`src/rtl/branch_hazard_ctrl_pkg.sv`:
```
// Shared opcodes and FSM state for the ID-stage branch hazard controller.
// Optional statistics counters are enabled with BRANCH_HAZ_STATS_EN.
package branch_ctrl_pkg;

   localparam logic [5:0] OP_J   = 6'd2;
   localparam logic [5:0] OP_BEQ = 6'd4;
   localparam logic [5:0] OP_BNE = 6'd5;

   typedef enum logic {
      IDLE = 1'b0,
      HOLD = 1'b1
   } state_t;

   function automatic logic is_branch(input logic [5:0] op);
      return (op == OP_BEQ) || (op == OP_BNE);
   endfunction

endpackage

```
`src/rtl/branch_hazard_ctrl_if.sv`:
```
// ID-stage instruction, EX/MEM producer info and hazard-control outputs.
// takenCnt/stallCnt exist only with BRANCH_HAZ_STATS_EN defined.
interface branch_hazard_ctrl_if;
   logic [5:0] opCode;
   logic [4:0] rsID;
   logic [4:0] rtID;
   logic       compResult;
   logic       regWriteEX;
   logic       memReadEX;
   logic [4:0] writeRegEX;
   logic       regWriteMEM;
   logic       memReadMEM;
   logic [4:0] writeRegMEM;
   logic       stall;
   logic       bubble;
   logic       PCSrc;
   logic       flush;
   logic       jump;
   logic       fwdA;
   logic       fwdB;
`ifdef BRANCH_HAZ_STATS_EN
   logic [15:0] takenCnt;
   logic [15:0] stallCnt;
`endif

   modport master (
      output opCode, rsID, rtID, compResult,
      output regWriteEX, memReadEX, writeRegEX,
      output regWriteMEM, memReadMEM, writeRegMEM,
      input  stall, bubble, PCSrc, flush, jump, fwdA, fwdB
`ifdef BRANCH_HAZ_STATS_EN
      , input takenCnt, stallCnt
`endif
   );

   modport slave (
      input  opCode, rsID, rtID, compResult,
      input  regWriteEX, memReadEX, writeRegEX,
      input  regWriteMEM, memReadMEM, writeRegMEM,
      output stall, bubble, PCSrc, flush, jump, fwdA, fwdB
`ifdef BRANCH_HAZ_STATS_EN
      , output takenCnt, stallCnt
`endif
   );
endinterface

```
`src/rtl/branch_hazard_ctrl_detect.sv`:
```
// Combinational producer matching of EX/MEM writers against the ID sources.
// Register 0 never matches, so it can neither stall nor forward.
module branch_hazard_detect (
   input  logic [4:0] rsID,
   input  logic [4:0] rtID,
   input  logic       regWriteEX,
   input  logic       memReadEX,
   input  logic [4:0] writeRegEX,
   input  logic       regWriteMEM,
   input  logic       memReadMEM,
   input  logic [4:0] writeRegMEM,
   output logic       exHazLoad,
   output logic       exHazAlu,
   output logic       memHazLoad,
   output logic       memFwdA,
   output logic       memFwdB
);
   logic w_ex_live;
   logic w_mem_live;
   logic w_ex_match;
   logic w_mem_rs;
   logic w_mem_rt;

   assign w_ex_live  = regWriteEX  && (writeRegEX  != 5'd0);
   assign w_mem_live = regWriteMEM && (writeRegMEM != 5'd0);
   assign w_ex_match = w_ex_live && ((writeRegEX == rsID) || (writeRegEX == rtID));
   assign w_mem_rs   = w_mem_live && (writeRegMEM == rsID);
   assign w_mem_rt   = w_mem_live && (writeRegMEM == rtID);

   assign exHazLoad  = w_ex_match && memReadEX;
   assign exHazAlu   = w_ex_match && !memReadEX;
   assign memHazLoad = (w_mem_rs || w_mem_rt) && memReadMEM;
   assign memFwdA    = w_mem_rs && !memReadMEM;
   assign memFwdB    = w_mem_rt && !memReadMEM;
endmodule

```
`src/rtl/branch_hazard_ctrl.sv`:
```
// ID-stage branch/jump resolution with stall, bubble, flush and MEM->ID forwarding.
// Outputs are zero-latency; BRANCH_HAZ_STATS_EN adds saturating taken/stall counters.
module branch_hazard_ctrl
   import branch_ctrl_pkg::*;
(
   input  logic                 clk,
   input  logic                 rst,
   branch_hazard_ctrl_if.slave  bus
);
   state_t r_state;
   state_t w_next;
   logic   w_ex_load, w_ex_alu, w_mem_load, w_fwd_a, w_fwd_b;
   logic   w_is_br, w_taken;

   branch_hazard_detect u_detect (
      .rsID        (bus.rsID),
      .rtID        (bus.rtID),
      .regWriteEX  (bus.regWriteEX),
      .memReadEX   (bus.memReadEX),
      .writeRegEX  (bus.writeRegEX),
      .regWriteMEM (bus.regWriteMEM),
      .memReadMEM  (bus.memReadMEM),
      .writeRegMEM (bus.writeRegMEM),
      .exHazLoad   (w_ex_load),
      .exHazAlu    (w_ex_alu),
      .memHazLoad  (w_mem_load),
      .memFwdA     (w_fwd_a),
      .memFwdB     (w_fwd_b)
   );

   assign w_is_br = is_branch(bus.opCode);
   assign w_taken = (bus.opCode == OP_BEQ) ? bus.compResult : !bus.compResult;

   always_comb begin
      w_next     = IDLE;
      bus.stall  = 1'b0;
      bus.bubble = 1'b0;
      bus.PCSrc  = 1'b0;
      bus.flush  = 1'b0;
      bus.jump   = 1'b0;
      bus.fwdA   = 1'b0;
      bus.fwdB   = 1'b0;
      if (r_state == HOLD) begin
         bus.stall  = 1'b1;
         bus.bubble = 1'b1;
      end else if (w_is_br && (w_ex_load || w_ex_alu || w_mem_load)) begin
         // Only an EX load needs the extra cycle; the others resolve on re-evaluation.
         bus.stall  = 1'b1;
         bus.bubble = 1'b1;
         w_next     = w_ex_load ? HOLD : IDLE;
      end else if (w_is_br) begin
         bus.fwdA  = w_fwd_a;
         bus.fwdB  = w_fwd_b;
         bus.PCSrc = w_taken;
         bus.flush = w_taken;
      end else if (bus.opCode == OP_J) begin
         bus.jump  = 1'b1;
         bus.flush = 1'b1;
      end
   end

   always_ff @(posedge clk) begin
      if (rst) r_state <= IDLE;
      else     r_state <= w_next;
   end

`ifdef BRANCH_HAZ_STATS_EN
   logic [15:0] r_taken_cnt;
   logic [15:0] r_stall_cnt;

   always_ff @(posedge clk) begin
      if (rst) begin
         r_taken_cnt <= 16'd0;
         r_stall_cnt <= 16'd0;
      end else begin
         if (bus.PCSrc && (r_taken_cnt != 16'hFFFF)) r_taken_cnt <= r_taken_cnt + 16'd1;
         if (bus.stall && (r_stall_cnt != 16'hFFFF)) r_stall_cnt <= r_stall_cnt + 16'd1;
      end
   end

   assign bus.takenCnt = r_taken_cnt;
   assign bus.stallCnt = r_stall_cnt;
`endif
endmodule

```
`src/flat_wrapper.sv`:
```
// flat-port wrapper written by rule: the top's interface ports become plain ports
module branch_hazard_ctrl_flat import branch_ctrl_pkg::*;
  (clk, rst, bus_opCode, bus_rsID, bus_rtID, bus_compResult, bus_regWriteEX, bus_memReadEX, bus_writeRegEX, bus_regWriteMEM, bus_memReadMEM, bus_writeRegMEM, bus_stall, bus_bubble, bus_PCSrc, bus_flush, bus_jump, bus_fwdA, bus_fwdB);
  branch_hazard_ctrl_if bus_i ();
  input  logic clk;
  input  logic rst;
  input wire logic [$bits(bus_i.opCode)-1:0] bus_opCode;
  input wire logic [$bits(bus_i.rsID)-1:0] bus_rsID;
  input wire logic [$bits(bus_i.rtID)-1:0] bus_rtID;
  input wire logic [$bits(bus_i.compResult)-1:0] bus_compResult;
  input wire logic [$bits(bus_i.regWriteEX)-1:0] bus_regWriteEX;
  input wire logic [$bits(bus_i.memReadEX)-1:0] bus_memReadEX;
  input wire logic [$bits(bus_i.writeRegEX)-1:0] bus_writeRegEX;
  input wire logic [$bits(bus_i.regWriteMEM)-1:0] bus_regWriteMEM;
  input wire logic [$bits(bus_i.memReadMEM)-1:0] bus_memReadMEM;
  input wire logic [$bits(bus_i.writeRegMEM)-1:0] bus_writeRegMEM;
  output wire logic [$bits(bus_i.stall)-1:0] bus_stall;
  output wire logic [$bits(bus_i.bubble)-1:0] bus_bubble;
  output wire logic [$bits(bus_i.PCSrc)-1:0] bus_PCSrc;
  output wire logic [$bits(bus_i.flush)-1:0] bus_flush;
  output wire logic [$bits(bus_i.jump)-1:0] bus_jump;
  output wire logic [$bits(bus_i.fwdA)-1:0] bus_fwdA;
  output wire logic [$bits(bus_i.fwdB)-1:0] bus_fwdB;
  assign bus_i.opCode = bus_opCode;
  assign bus_i.rsID = bus_rsID;
  assign bus_i.rtID = bus_rtID;
  assign bus_i.compResult = bus_compResult;
  assign bus_i.regWriteEX = bus_regWriteEX;
  assign bus_i.memReadEX = bus_memReadEX;
  assign bus_i.writeRegEX = bus_writeRegEX;
  assign bus_i.regWriteMEM = bus_regWriteMEM;
  assign bus_i.memReadMEM = bus_memReadMEM;
  assign bus_i.writeRegMEM = bus_writeRegMEM;
  assign bus_stall = bus_i.stall;
  assign bus_bubble = bus_i.bubble;
  assign bus_PCSrc = bus_i.PCSrc;
  assign bus_flush = bus_i.flush;
  assign bus_jump = bus_i.jump;
  assign bus_fwdA = bus_i.fwdA;
  assign bus_fwdB = bus_i.fwdB;
  branch_hazard_ctrl u_core (.clk(clk), .rst(rst), .bus(bus_i));
endmodule
```
`config.mk`:
```
export PLATFORM = sky130hd
export DESIGN_NAME = branch_hazard_ctrl_flat
export DESIGN_NICKNAME = d
export VERILOG_FILES = /design/src/rtl/branch_hazard_ctrl_pkg.sv /design/src/rtl/branch_hazard_ctrl_if.sv /design/src/rtl/branch_hazard_ctrl_detect.sv /design/src/rtl/branch_hazard_ctrl.sv /design/src/flat_wrapper.sv
export SDC_FILE = /design/constraint.sdc
export NUM_CORES = 1
export LEC_CHECK = 0
export CORE_AREA = 5 5 42 44
export CTS_CLUSTER_SIZE = 30
export DETAILED_ROUTE_END_ITERATION = 8
export DIE_AREA = 0 0 47 49
export DONT_BUFFER_PORTS = 1
export GPL_TIMING_DRIVEN = 0
export HOLD_SLACK_MARGIN = 0.06
export PLACE_DENSITY = 0.5
export SLEW_MARGIN = 30
export SYNTH_ARGS = -nofsm -noshare
export SYNTH_HDL_FRONTEND = slang
export SYNTH_SLANG_ARGS = --single-unit
```
`constraint.sdc`:
```
create_clock -name clk -period 2 [get_ports clk]
set_input_delay 0.1 -clock clk [delete_from_list [all_inputs] [get_ports clk]]
set_output_delay 0.1 -clock clk [all_outputs]
set_load 0.05 [all_outputs]
```
After elaboration in Yosys (flattened, before gate mapping)
Index checks and enable logic that the tools add are counted.
Cells by class
  eq/ne operators: 7
  multiplexer cells: 20
  bitwise operators: 1
  reduce and logical (&&, ||, !) cells: 22
Operators by type and width (number)
  5-bit == test: 4
  1-bit two-way mux: 20
  6-bit by 3-bit == test with 1-bit output, second input constant: 2
  1-bit logical AND: 11
  5-bit nonzero test: 2
  6-bit by 2-bit == test with 1-bit output, second input constant: 1
  1-bit logical OR: 5
  1-bit zero test: 3
  3-bit OR reduction: 1
  1-bit NOT: 1
Storage, ports and cells
  input bits: 33
  output and inout port bits: 7
  register bits: 1
  logic and storage cells: 51

Depth between registers and ports, before layout
Gate-level depths: netlist (run 1).
  word-level depth: 9
  gate-level depth with buffers: 6
  mapped depth without buffers: 5

By module
Synthesis (run 1) repeated with hierarchy kept, for this count alone.
Unflattened totals
  cell total of the unflattened synthesis: 60
  area total of the unflattened synthesis: 434.2 µm²
Modules (own cells, without submodules)
  branch_hazard_detect: area an instance 286.5 µm², cells each 39, times used 1
  branch_hazard_ctrl: area an instance 147.6 µm², cells each 21, times used 1

Worst setup path before layout (run 1)
Ideal clock, no wire load.
  path type: input port to output port
  from: input bus_writeRegEX[4]
  to: output bus_fwdA
  buffers on the path: 0
  data required time: 1.900 ns
  arrival: 2.327 ns
  slack: -0.427 ns
  cell stages on the path: 4
  path through: or4_4 > o21ai_2 > o21ai_1 > nor4_1
On the way
  word-level cells in the longest chain between the ends: 9
  elaborated cells on any way between the ends: 13
RTL lines
  from (decl): RTL line flat_wrapper.sv:13  | input wire logic [$bits(bus_i.writeRegEX)-1:0] bus_writeRegEX;
  5-bit == test / 5-bit nonzero test (equally long branches): RTL line branch_hazard_ctrl_detect.sv:26, branch_hazard_ctrl_detect.sv:24
  1-bit logical OR / 1-bit logical AND (equally long branches): RTL line branch_hazard_ctrl_detect.sv:26, branch_hazard_ctrl_detect.sv:24
  1-bit logical AND (*): RTL line branch_hazard_ctrl_detect.sv:26  | assign w_ex_match = w_ex_live && ((writeRegEX == rsID) || (writeRegEX == rtID));
  1-bit logical AND (on tied branches): RTL line branch_hazard_ctrl_detect.sv:30, branch_hazard_ctrl_detect.sv:31
  1-bit logical OR (*) (2 in series): RTL line branch_hazard_ctrl.sv:46  | end else if (w_is_br && (w_ex_load || w_ex_alu || w_mem_load)) begin
  1-bit logical AND (*): RTL line branch_hazard_ctrl.sv:46
  1-bit two-way mux (*): RTL line branch_hazard_ctrl.sv:46
  1-bit two-way mux (*): RTL line branch_hazard_ctrl.sv:43  | if (r_state == HOLD) begin
  to (decl): RTL line flat_wrapper.sv:22  | output wire logic [$bits(bus_i.fwdA)-1:0] bus_fwdA;
Mark *: on every way between the ends. The rest lies on a longest branch, timed or not.

Worst setup path in the final report (run 1)
  from: input bus_rsID[3]
  to: output bus_stall
On the way
  word-level cells in the longest chain between the ends: 9
  elaborated cells on any way between the ends: 14
RTL lines
  from (decl): RTL line flat_wrapper.sv:8  | input wire logic [$bits(bus_i.rsID)-1:0] bus_rsID;
  5-bit == test: RTL line branch_hazard_ctrl_detect.sv:26
  1-bit logical OR: RTL line branch_hazard_ctrl_detect.sv:26
  1-bit logical AND: RTL line branch_hazard_ctrl_detect.sv:26
  1-bit logical AND (on tied branches): RTL line branch_hazard_ctrl_detect.sv:30, branch_hazard_ctrl_detect.sv:31
  1-bit logical OR: RTL line branch_hazard_ctrl.sv:46
  1-bit logical OR (*): RTL line branch_hazard_ctrl.sv:46
  1-bit logical AND (*): RTL line branch_hazard_ctrl.sv:46
  1-bit two-way mux (*) (2 in series)
  to (decl): RTL line flat_wrapper.sv:17  | output wire logic [$bits(bus_i.stall)-1:0] bus_stall;
Marked as above.

==> impl_metrics.sql, run 1 <==
INSERT INTO impl_metrics (metric_group, metric, value, unit) VALUES
('critical_path', 'cpLargestDelayFamily', 'simple AND/OR/NAND/NOR gates', ''),
('power_and_ir_drop', 'total_leakage_power', '0.1585', 'nW'),
('timing', 'post_route_setup_tns', '0', 'ns'),
('floorplan', 'floorplan.initialDensity', '29.55', '%'),
('timing', 'tightestPinTransition', '0.8826', 'ns'),
('power_and_ir_drop', 'power.share.clock', '0', '%'),
('global_routing', 'antenna_found_initial', '0', ''),
('global_routing', 'grt_start_max_net_pins', '5', ''),
('critical_path', 'cp_cell_sequence', 'xor2_1, nor3_1, nand3_1, a211oi_1, or3_1, buf_4', ''),
('critical_path', 'critical_path_required', '1.90', 'ns'),
('placed_design', 'dpl.hpwl', '1072', 'um'),
('floorplan', 'core_area', '1401', 'um^2'),
('min_path', 'hold_path_startpoint', 'bus_regWriteEX', ''),
('global_routing', 'grt_pass1_vias', '398', ''),
('synth', 'synth_top_cell_by_area', 'sky130_fd_sc_hd__xor2_1', ''),
('min_path', 'hold_path.class', 'in2reg', ''),
('floorplan', 'chipWidth', '47', 'um'),
('power_and_ir_drop', 'combinationalPowerShare', '73.8', '%'),
('synth', 'proportion_of_synthesized_chip_area_in_sequential_cells', '4.834', '%'),
('final_layout', 'layout_top_registers', 'u_core.r_state x1', ''),
('timing', 'hold_viol_final', '0', ''),
('clock_tree', 'post_cts_buffers', '0', ''),
('final_layout', 'final_core_util', '33.66', '%'),
('placed_design', 'place.gp.congestion', '0.7149', ''),
('power_and_ir_drop', 'internal_power', '51.04', 'uW'),
('routing', 'route.vias.total', '397', ''),
('synth', 'number_of_flip_flops_and_latches_in_the_synthesized_netlist', '1', ''),
('final_layout', 'layout.cell_area.non_filler', '471.7', 'um^2'),
('clock_tree', 'clk_pin_slew', '0', 'ns'),
('final_layout', 'nFillCells', '169', ''),
('final_layout', 'flow.area_growth_from_synthesis', '13.90', '%'),
('placed_design', 'postPlaceCellArea', '471.7', 'um^2'),
('power_and_ir_drop', 'finalPower', '77.85', 'uW'),
('power_and_ir_drop', 'p_switching', '26.81', 'uW'),
('final_layout', 'largest_register', 'u_core.r_state', ''),
('routing', 'detail_route.vias_per_cell', '5.365', ''),
('timing', 'rsz0062_at_grt', 'false', ''),
('timing', 'fin_crit_period', '1.885', 'ns'),
('critical_path', 'path_depth_of_the_worst_reg2reg_path', '3', ''),
('timing', 'finalSetupViolCount', '0', ''),
('critical_path', 'crit_path_top_delay_cell', 'sky130_fd_sc_hd__or3_1', ''),
('placed_design', 'numPortBuffers', '0', ''),
('final_layout', 'final_net_count', '93', ''),
('critical_path', 'worst_ep_arrival_time', '1.79', 'ns'),
('min_path', 'min_to', 'u_core.r_state$_SDFF_PP0_', ''),
('flow_run', 'timing.max_cap.violations', '0', ''),
('routing', 'wirelength', '1097', 'um'),
('critical_path', 'cp_slowest_stage_delay', '0.48', 'ns'),
('placed_design', 'numPlacedInstances', '74', ''),
('run_status', 'run_status', 'complete, no violations', ''),
('final_layout', 'max_reg_flops', '1', ''),
('min_path', 'hold_depth', '2', ''),
('timing', 'fin_hold_ws', '0.2565', 'ns'),
('floorplan', 'dieArea', '2303', 'um^2'),
('critical_path', 'r2r_end', 'u_core.r_state$_SDFF_PP0_', ''),
('timing', 'layout_setup_ws', '0.1148', 'ns'),
('global_routing', 'grt_first_pass_wirelength', '1656', 'um'),
('power_and_ir_drop', 'power.density', '165.0', 'nW/um^2'),
('floorplan', 'dieHeight', '49', 'um'),
('timing', 'final_max_slew_viol_count', '0', ''),
('power_and_ir_drop', 'largest_vdd_supply_drop', '0.05648', 'mV'),
('timing', 'timing.slew.headroom', '40.94', '%'),
('routing', 'wl_per_instance', '14.82', 'um'),
('final_layout', 'antenna-diode-count', '0', ''),
('critical_path', 'worstPathBufferInverterCount', '1', ''),
('routing', 'detailedRoute.firstIterationViolations', '0', ''),
('routing', 'route.antenna.remaining_nets', '0', ''),
('critical_path', 'timing_worst_setup_path_type', 'in2out', ''),
('power_and_ir_drop', 'sequentialPowerShare', '26.2', '%'),
('timing', 'final_min_period_over_clock_period', '94.26', '%'),
('global_routing', 'grt_use_total', '9.123', '%');
## cell usage after synthesis, drive strengths merged
cell and instances:
a211oi 1, a21oi 1, a22oi 1, buf 1, dfxtp 1, nand2b 1, nand3 3, nand3b 2
nor2 5, nor3 9, nor4 2, o211ai 1, o21ai 4, or3 1, or4 2, xnor2 5
xor2 16
## layout make-up
| cell class | count | area, um^2 | area share (%) |
|---|---|---|---|
| Buffer | 1 | 7.507 | 1.592 |
| Multi-Input combinational cell | 54 | 409.1 | 86.74 |
| Sequential cell | 1 | 20.02 | 4.244 |
| Timing Repair Buffer | 2 | 15.01 | 3.183 |
| Tap cell | 16 | 20.02 | 4.244 |
## cells by family (layout without fill, tap and decap cells)
family / count (synthesis) / in the layout / share of synthesized area (%)
xor+xnor: 21 / 21 / 44.41
compound gates: 8 / 8 / 14.80
buf+inv: 1 / 3 / 1.813
flops: 1 / 1 / 4.834
simple gates: 25 / 25 / 34.14
## power by group through the flow
stage / registers, mW / logic (mW) / clock network, mW
6_report: 0.0204 / 0.0575 / 0
3_5_place_dp: 0.0204 / 0.0580 / 0
4_1_cts: 0.0204 / 0.0582 / 0
3_3_place_gp: 0.0204 / 0.0558 / 0
5_1_grt: 0.0204 / 0.0631 / 0
2_1_floorplan: 0.0204 / 0.0512 / 0
## worst max-delay path by stage
stage                     cells past startpoint  slack, ns         startpoint        end
after floorplan                               4      -0.43  bus_writeRegEX[4]   bus_fwdA
after global placement                        4      -0.54  bus_writeRegEX[4]   bus_fwdB
after detailed placement                      6       0.11        bus_rsID[3]  bus_stall
after CTS                                     6       0.11        bus_rsID[3]  bus_stall
after global routing                          6       0.03        bus_rsID[3]  bus_stall
final                                         6       0.11        bus_rsID[3]  bus_stall
## routing by layer
layer  track usage (%)  share of wire [%]  wire length, um
met1             10.00                 30              332
met2             15.84                 48              532
met3             5.166                 21              232
met4                 0                  0                0
met5                 0                  0                0
Note: power is estimated with default switching activity, not from simulation.
==> run 2, diff against run 1 <==
RECOVER_POWER = 100   (was unset)
==> impl_metrics.sql, run 2 (synthesis results as in run 1) <==
INSERT INTO impl_metrics (metric_group, metric, value, unit) VALUES
('floorplan', 'dieArea', '2303', 'um^2'),
('timing', 'tightestPinTransition', '0.8826', 'ns'),
('min_path', 'hold_path_startpoint', 'bus_regWriteEX', ''),
('critical_path', 'timing_worst_setup_path_type', 'in2out', ''),
('global_routing', 'grt-ovfl-total', '0', ''),
('floorplan', 'floorplan.initialDensity', '29.55', '%'),
('final_layout', 'regArea', '20.02', 'um^2'),
('floorplan', 'num_rows', '14', ''),
('flow_run', 'timing.max_cap.violations', '0', ''),
('critical_path', 'startpoint_type_of_the_worst_setup_path', 'input port', ''),
('global_routing', 'grt_first_pass_wirelength', '1656', 'um'),
('final_layout', 'largest_register', 'u_core.r_state', ''),
('placed_design', 'place.gp.congestion', '0.7149', ''),
('final_layout', 'area_taken_by_multi_input_logic_gates', '404.1', 'um^2'),
('run_status', 'run_status', 'complete, no violations', ''),
('clock_tree', 'cts.repair.resized', '0', ''),
('critical_path', 'path_depth_of_the_worst_reg2reg_path', '3', ''),
('timing', 'fin_crit_period', '1.901', 'ns'),
('timing', 'timing.slew.headroom', '40.94', '%'),
('timing', 'final_min_period_over_clock_period', '95.05', '%'),
('clock_tree', 'clk_latency', '0', 'ns'),
('critical_path', 'r2r_setup_slack', '1.26', 'ns'),
('routing', 'drt_drc_violations_left', '0', ''),
('min_path', 'min_to', 'u_core.r_state$_SDFF_PP0_', ''),
('power_and_ir_drop', 'combinationalPowerShare', '73.7', '%'),
('min_path', 'hold_depth', '2', ''),
('clock_tree', 'clk_pin_slew', '0', 'ns'),
('floorplan', 'dieHeight', '49', 'um'),
('min_path', 'hold_path.class', 'in2reg', ''),
('timing', 'finalSetupViolCount', '0', ''),
('routing', 'wl_per_instance', '14.68', 'um'),
('floorplan', 'io_pins', '40', ''),
('clock_tree', 'cts_hold_buffers', '0', ''),
('floorplan', 'chipWidth', '47', 'um'),
('routing', 'detail_route.vias_per_cell', '5.365', ''),
('critical_path', 'critical_path_peak_fanout', '3', ''),
('final_layout', 'nFillCells', '171', ''),
('global_routing', 'grt_pass1_vias', '398', ''),
('timing', 'rsz0062_at_grt', 'false', ''),
('placed_design', 'postPlaceCellArea', '471.7', 'um^2'),
('clock_tree', 'post_cts_buffers', '0', ''),
('critical_path', 'r2r_end', 'u_core.r_state$_SDFF_PP0_', ''),
('routing', 'route.vias.total', '397', ''),
('routing', 'drtPass1Iterations', '1', ''),
('final_layout', 'antenna-diode-count', '0', ''),
('power_and_ir_drop', 'sequentialPowerShare', '26.3', '%'),
('timing', 'final_max_slew_viol_count', '0', ''),
('routing', 'wirelength', '1086', 'um'),
('timing', 'hold_viol_final', '0', ''),
('floorplan', 'core_area', '1401', 'um^2'),
('critical_path', 'critical_path_required', '1.90', 'ns'),
('final_layout', 'layout.cell_area.non_filler', '459.2', 'um^2'),
('critical_path', 'r2r-start', 'u_core.r_state$_SDFF_PP0_', ''),
('power_and_ir_drop', 'p_switching', '26.69', 'uW'),
('power_and_ir_drop', 'total_leakage_power', '0.1468', 'nW'),
('final_layout', 'flow.area_growth_from_synthesis', '10.88', '%'),
('global_routing', 'grt_start_max_net_pins', '5', ''),
('final_layout', 'final_common_cell', 'sky130_fd_sc_hd__xor2_1', ''),
('routing', 'detailedRoute.firstIterationViolations', '0', ''),
('timing', 'post_route_setup_tns', '0', 'ns'),
('placed_design', 'numPortBuffers', '0', ''),
('timing', 'final.setup_skew', '0', 'ns'),
('routing', 'route.antenna.remaining_nets', '0', ''),
('timing', 'maxClockFrequency', '526.0', 'MHz'),
('critical_path', 'endpoint_kind', 'output port', ''),
('power_and_ir_drop', 'swShare', '34.49', '%'),
('final_layout', 'max_reg_flops', '1', ''),
('power_and_ir_drop', 'power.density', '168.5', 'nW/um^2'),
('power_and_ir_drop', 'internal_power', '50.69', 'uW'),
('critical_path', 'worst_ep_arrival_time', '1.80', 'ns'),
('final_layout', 'final_core_util', '32.77', '%'),
('final_layout', 'layout_top_registers', 'u_core.r_state x1', ''),
('global_routing', 'grt_use_total', '9.123', '%'),
('final_layout', 'drive_gt1_share', '15.52', '%'),
('power_and_ir_drop', 'power.share.clock', '0', '%'),
('final_layout', 'final_cell_mix', '16 x sky130_fd_sc_hd__xor2_1, 7 x sky130_fd_sc_hd__nor3_1, 5 x sky130_fd_sc_hd__nor2_1, 5 x sky130_fd_sc_hd__xnor2_1, 3 x sky130_fd_sc_hd__nand3_1', ''),
('final_layout', 'final_net_count', '93', ''),
('power_and_ir_drop', 'largest_vdd_supply_drop', '0.05648', 'mV'),
('placed_design', 'dpl.hpwl', '1072', 'um'),
('global_routing', 'antenna_found_initial', '0', '');
-- run 2: changes by cell type in the layout (fill, tap and decap cells not counted), sizes merged --
cell	before	now
clkbuf	0	2
buf	3	1
-- run 2: critical path, stage by stage --
cell                       delay (ns)
sky130_fd_sc_hd__or4_4           0.52
sky130_fd_sc_hd__o211ai_1        0.21
sky130_fd_sc_hd__a211oi_1        0.11
sky130_fd_sc_hd__or3_1           0.56
sky130_fd_sc_hd__buf_4           0.30
-- run 2: worst max-delay path by stage --
stage                            start        end  slack, ns  depth (start not counted)
floorplan            bus_writeRegEX[4]   bus_fwdA      -0.43                          4
global placement     bus_writeRegEX[4]   bus_fwdB      -0.54                          4
detailed placement         bus_rsID[3]  bus_stall       0.11                          6
CTS                        bus_rsID[3]  bus_stall       0.11                          6
global route               bus_rsID[3]  bus_stall       0.03                          6
finish              bus_writeRegMEM[1]  bus_stall        0.1                          5
-- run 2: power groups by stage --
stage               Combinational (mW)  Clock, mW  Sequential [mW]
floorplan                       0.0512          0           0.0204
global route                    0.0626          0           0.0204
global placement                0.0558          0           0.0204
CTS                             0.0582          0           0.0204
finish                          0.0570          0           0.0204
detailed placement              0.0580          0           0.0204
-- run 2: final cells by class --
type / instances / share of cell area [%]
well taps: 16 / 4.360
flip-flops and latches: 1 / 4.360
repair buffers: 2 / 1.635
multi-input cells: 54 / 88.01
plain buffers: 1 / 1.635
-- run 2: metal layers --
metal | vias up | part of all wire, % | GRT usage (%) | wire, um
li1 | 206 | - | - | -
met2 | 28 | 49 | 15.84 | 534
met5 | - | 0 | 0 | 0
met3 | 0 | 21 | 5.166 | 232
met1 | 163 | 29 | 10.00 | 320
met4 | 0 | 0 | 0 | 0
-- run 2: stage by stage --
stage | setup WS (ns) | power [mW] | std cells | hold slack, ns
2_1_floorplan | -0.4267 | 0.07159 | 56 | 0.2428
3_3_place_gp | -0.5378 | 0.07617 | 72 | 0.2577
3_5_place_dp | 0.1072 | 0.07833 | 74 | 0.2604
4_1_cts | 0.1070 | 0.07862 | 74 | 0.2600
5_1_grt | 0.03127 | 0.08299 | 74 | 0.2842
6_report | 0.09896 | 0.07738 | 74 | 0.2565
==> run 3, diff against run 2 <==
PLACE_DENSITY = 0.51   (was 0.5)
clock period = 1.6 ns   (was 2 ns; I/O delays follow)
==> impl_metrics.sql, run 3 (synthesis results as in run 1) <==
INSERT INTO impl_metrics (metric_group, metric, value, unit) VALUES
('placed_design', 'place.gp.congestion', '0.7299', ''),
('timing', 'rsz0062_at_grt', 'true', ''),
('final_layout', 'final_net_count', '91', ''),
('floorplan', 'floorplan.initialDensity', '29.55', '%'),
('critical_path', 'worst_ep_arrival_time', '1.57', 'ns'),
('final_layout', 'final_common_cell', 'sky130_fd_sc_hd__xor2_1', ''),
('run_status', 'run_status', 'finished, violations left', ''),
('routing', 'wl_per_instance', '16.89', 'um'),
('placed_design', 'dpl.hpwl', '1092', 'um'),
('floorplan', 'dieHeight', '49', 'um'),
('power_and_ir_drop', 'total_leakage_power', '0.1551', 'nW'),
('timing', 'final_max_slew_viol_count', '0', ''),
('routing', 'route.antenna.remaining_nets', '0', ''),
('global_routing', 'antenna_found_initial', '0', ''),
('clock_tree', 'cts_hold_buffers', '0', ''),
('timing', 'timing.slew.headroom', '41.10', '%'),
('power_and_ir_drop', 'power.density', '202.1', 'nW/um^2'),
('floorplan', 'chipWidth', '47', 'um'),
('final_layout', 'final_cell_mix', '16 x sky130_fd_sc_hd__xor2_1, 6 x sky130_fd_sc_hd__nor3_1, 5 x sky130_fd_sc_hd__nor2_1, 5 x sky130_fd_sc_hd__xnor2_1', ''),
('routing', 'drt_drc_violations_left', '0', ''),
('global_routing', 'grt-ovfl-total', '0', ''),
('global_routing', 'grt_start_max_net_pins', '5', ''),
('final_layout', 'antenna-diode-count', '0', ''),
('clock_tree', 'clk_latency', '0', 'ns'),
('final_layout', 'max_reg_flops', '1', ''),
('timing', 'layout_setup_ws', '-0.05019', 'ns'),
('floorplan', 'num_rows', '14', ''),
('run_status', 'violations', 'setup timing', ''),
('critical_path', 'critical_path_peak_fanout', '3', ''),
('floorplan', 'io_pins', '40', ''),
('routing', 'detail_route.vias_per_cell', '5.542', ''),
('power_and_ir_drop', 'largest_vdd_supply_drop', '0.06744', 'mV'),
('timing', 'final.setup_skew', '0', 'ns'),
('global_routing', 'grt_first_pass_wirelength', '1807', 'um'),
('timing', 'fin_crit_period', '1.650', 'ns'),
('routing', 'drtPass1Iterations', '2', ''),
('routing', 'route.vias.total', '399', ''),
('min_path', 'hold_path.class', 'in2out', ''),
('final_layout', 'layout_top_registers', 'u_core.r_state x1', ''),
('critical_path', 'timing_worst_setup_path_type', 'in2out', ''),
('final_layout', 'flow.area_growth_from_synthesis', '30.82', '%'),
('global_routing', 'grt_use_total', '9.838', '%'),
('floorplan', 'dieArea', '2303', 'um^2'),
('timing', 'tightestPinTransition', '0.8802', 'ns'),
('placed_design', 'numPortBuffers', '0', ''),
('final_layout', 'drive_gt1_share', '26.79', '%'),
('flow_run', 'timing.max_cap.violations', '0', ''),
('global_routing', 'grt_pass1_vias', '441', ''),
('critical_path', 'endpoint_kind', 'output port', ''),
('routing', 'detailedRoute.firstIterationViolations', '2', ''),
('timing', 'hold_viol_final', '0', ''),
('timing', 'final_min_period_over_clock_period', '103.1', '%'),
('floorplan', 'core_area', '1401', 'um^2'),
('placed_design', 'detailedPlace.worstSlack', '-0.1771', 'ns'),
('critical_path', 'startpoint_type_of_the_worst_setup_path', 'input port', ''),
('timing', 'finalSetupViolCount', '1', ''),
('routing', 'wirelength', '1216', 'um'),
('timing', 'maxClockFrequency', '606.0', 'MHz'),
('timing', 'fin_hold_ws', '0.2302', 'ns'),
('final_layout', 'largest_register', 'u_core.r_state', ''),
('critical_path', 'critical_path_required', '1.52', 'ns');
[run 3: changes by cell type in the layout (fill, tap and decap cells not counted), sizes merged]
cell    delta
clkbuf     -2
[run 3: path summary, 6_finish.rpt]
path                             startpoint                         to  slack [ns]  cells past startpoint
hold / removal               bus_memReadMEM                   bus_fwdB        0.23                      1
setup / recovery         bus_writeRegMEM[1]                  bus_stall       -0.05                      5
hold reg to reg   u_core.r_state$_SDFF_PP0_  u_core.r_state$_SDFF_PP0_        0.61                      3
setup reg to reg  u_core.r_state$_SDFF_PP0_  u_core.r_state$_SDFF_PP0_        0.82                      3
[run 3: area by class of cell]
type	instances	area, um^2
fill	146	859.6
buffer	1	15.01
tap	16	20.02
multi-input combinational	54	486.7
sequential	1	20.02
[run 3: where the power goes]
| group | internal, mW | switching, mW |
|---|---|---|
| Combinational | 0.0413 | 0.0427 |
| Clock | 0 | 0 |
| Sequential | 0.0255 | 0.0000104 |
| Total | 0.0668 | 0.0428 |
[run 3: per-stage QoR]
stage,instances,power [mW],setup TNS (ns),util (%),instance area [um^2]
2_1_floorplan,56,0.09123,-0.4906,-,441.7
3_5_place_dp,72,0.1004,-0.3631,34.20,479.2
5_1_grt,72,0.1178,-0.2107,38.66,541.8
6_report,72,0.1095,-0.05019,38.66,541.8
4_1_cts,72,0.1056,-0.02991,37.14,520.5
3_3_place_gp,72,0.09689,-0.8389,32.95,461.7
[run 3: what timing repair did]
action                                  CTS  global route
hold endpoints to repair                  0             0
resized for setup                         8             3
gates cloned                              0             0
endpoints found under the setup margin    5             3
buffers inserted                          0             0
pin swaps                                 1             1
[run 3: layer usage]
layer / vias to the layer above / part of all wire, % / track usage, %
li1: 201 / - / -
met1: 170 / 30 / 11.14
met2: 28 / 51 / 17.19
met3: 0 / 18 / 4.797
met4: 0 / 0 / 0
met5: - / 0 / 0
[run 3: critical path, cell delays in order]
cell	delay, ns
sky130_fd_sc_hd__or4_4	0.54
sky130_fd_sc_hd__o211ai_4	0.23
sky130_fd_sc_hd__a211oi_4	0.08
sky130_fd_sc_hd__or3_4	0.45
sky130_fd_sc_hd__buf_8	0.19
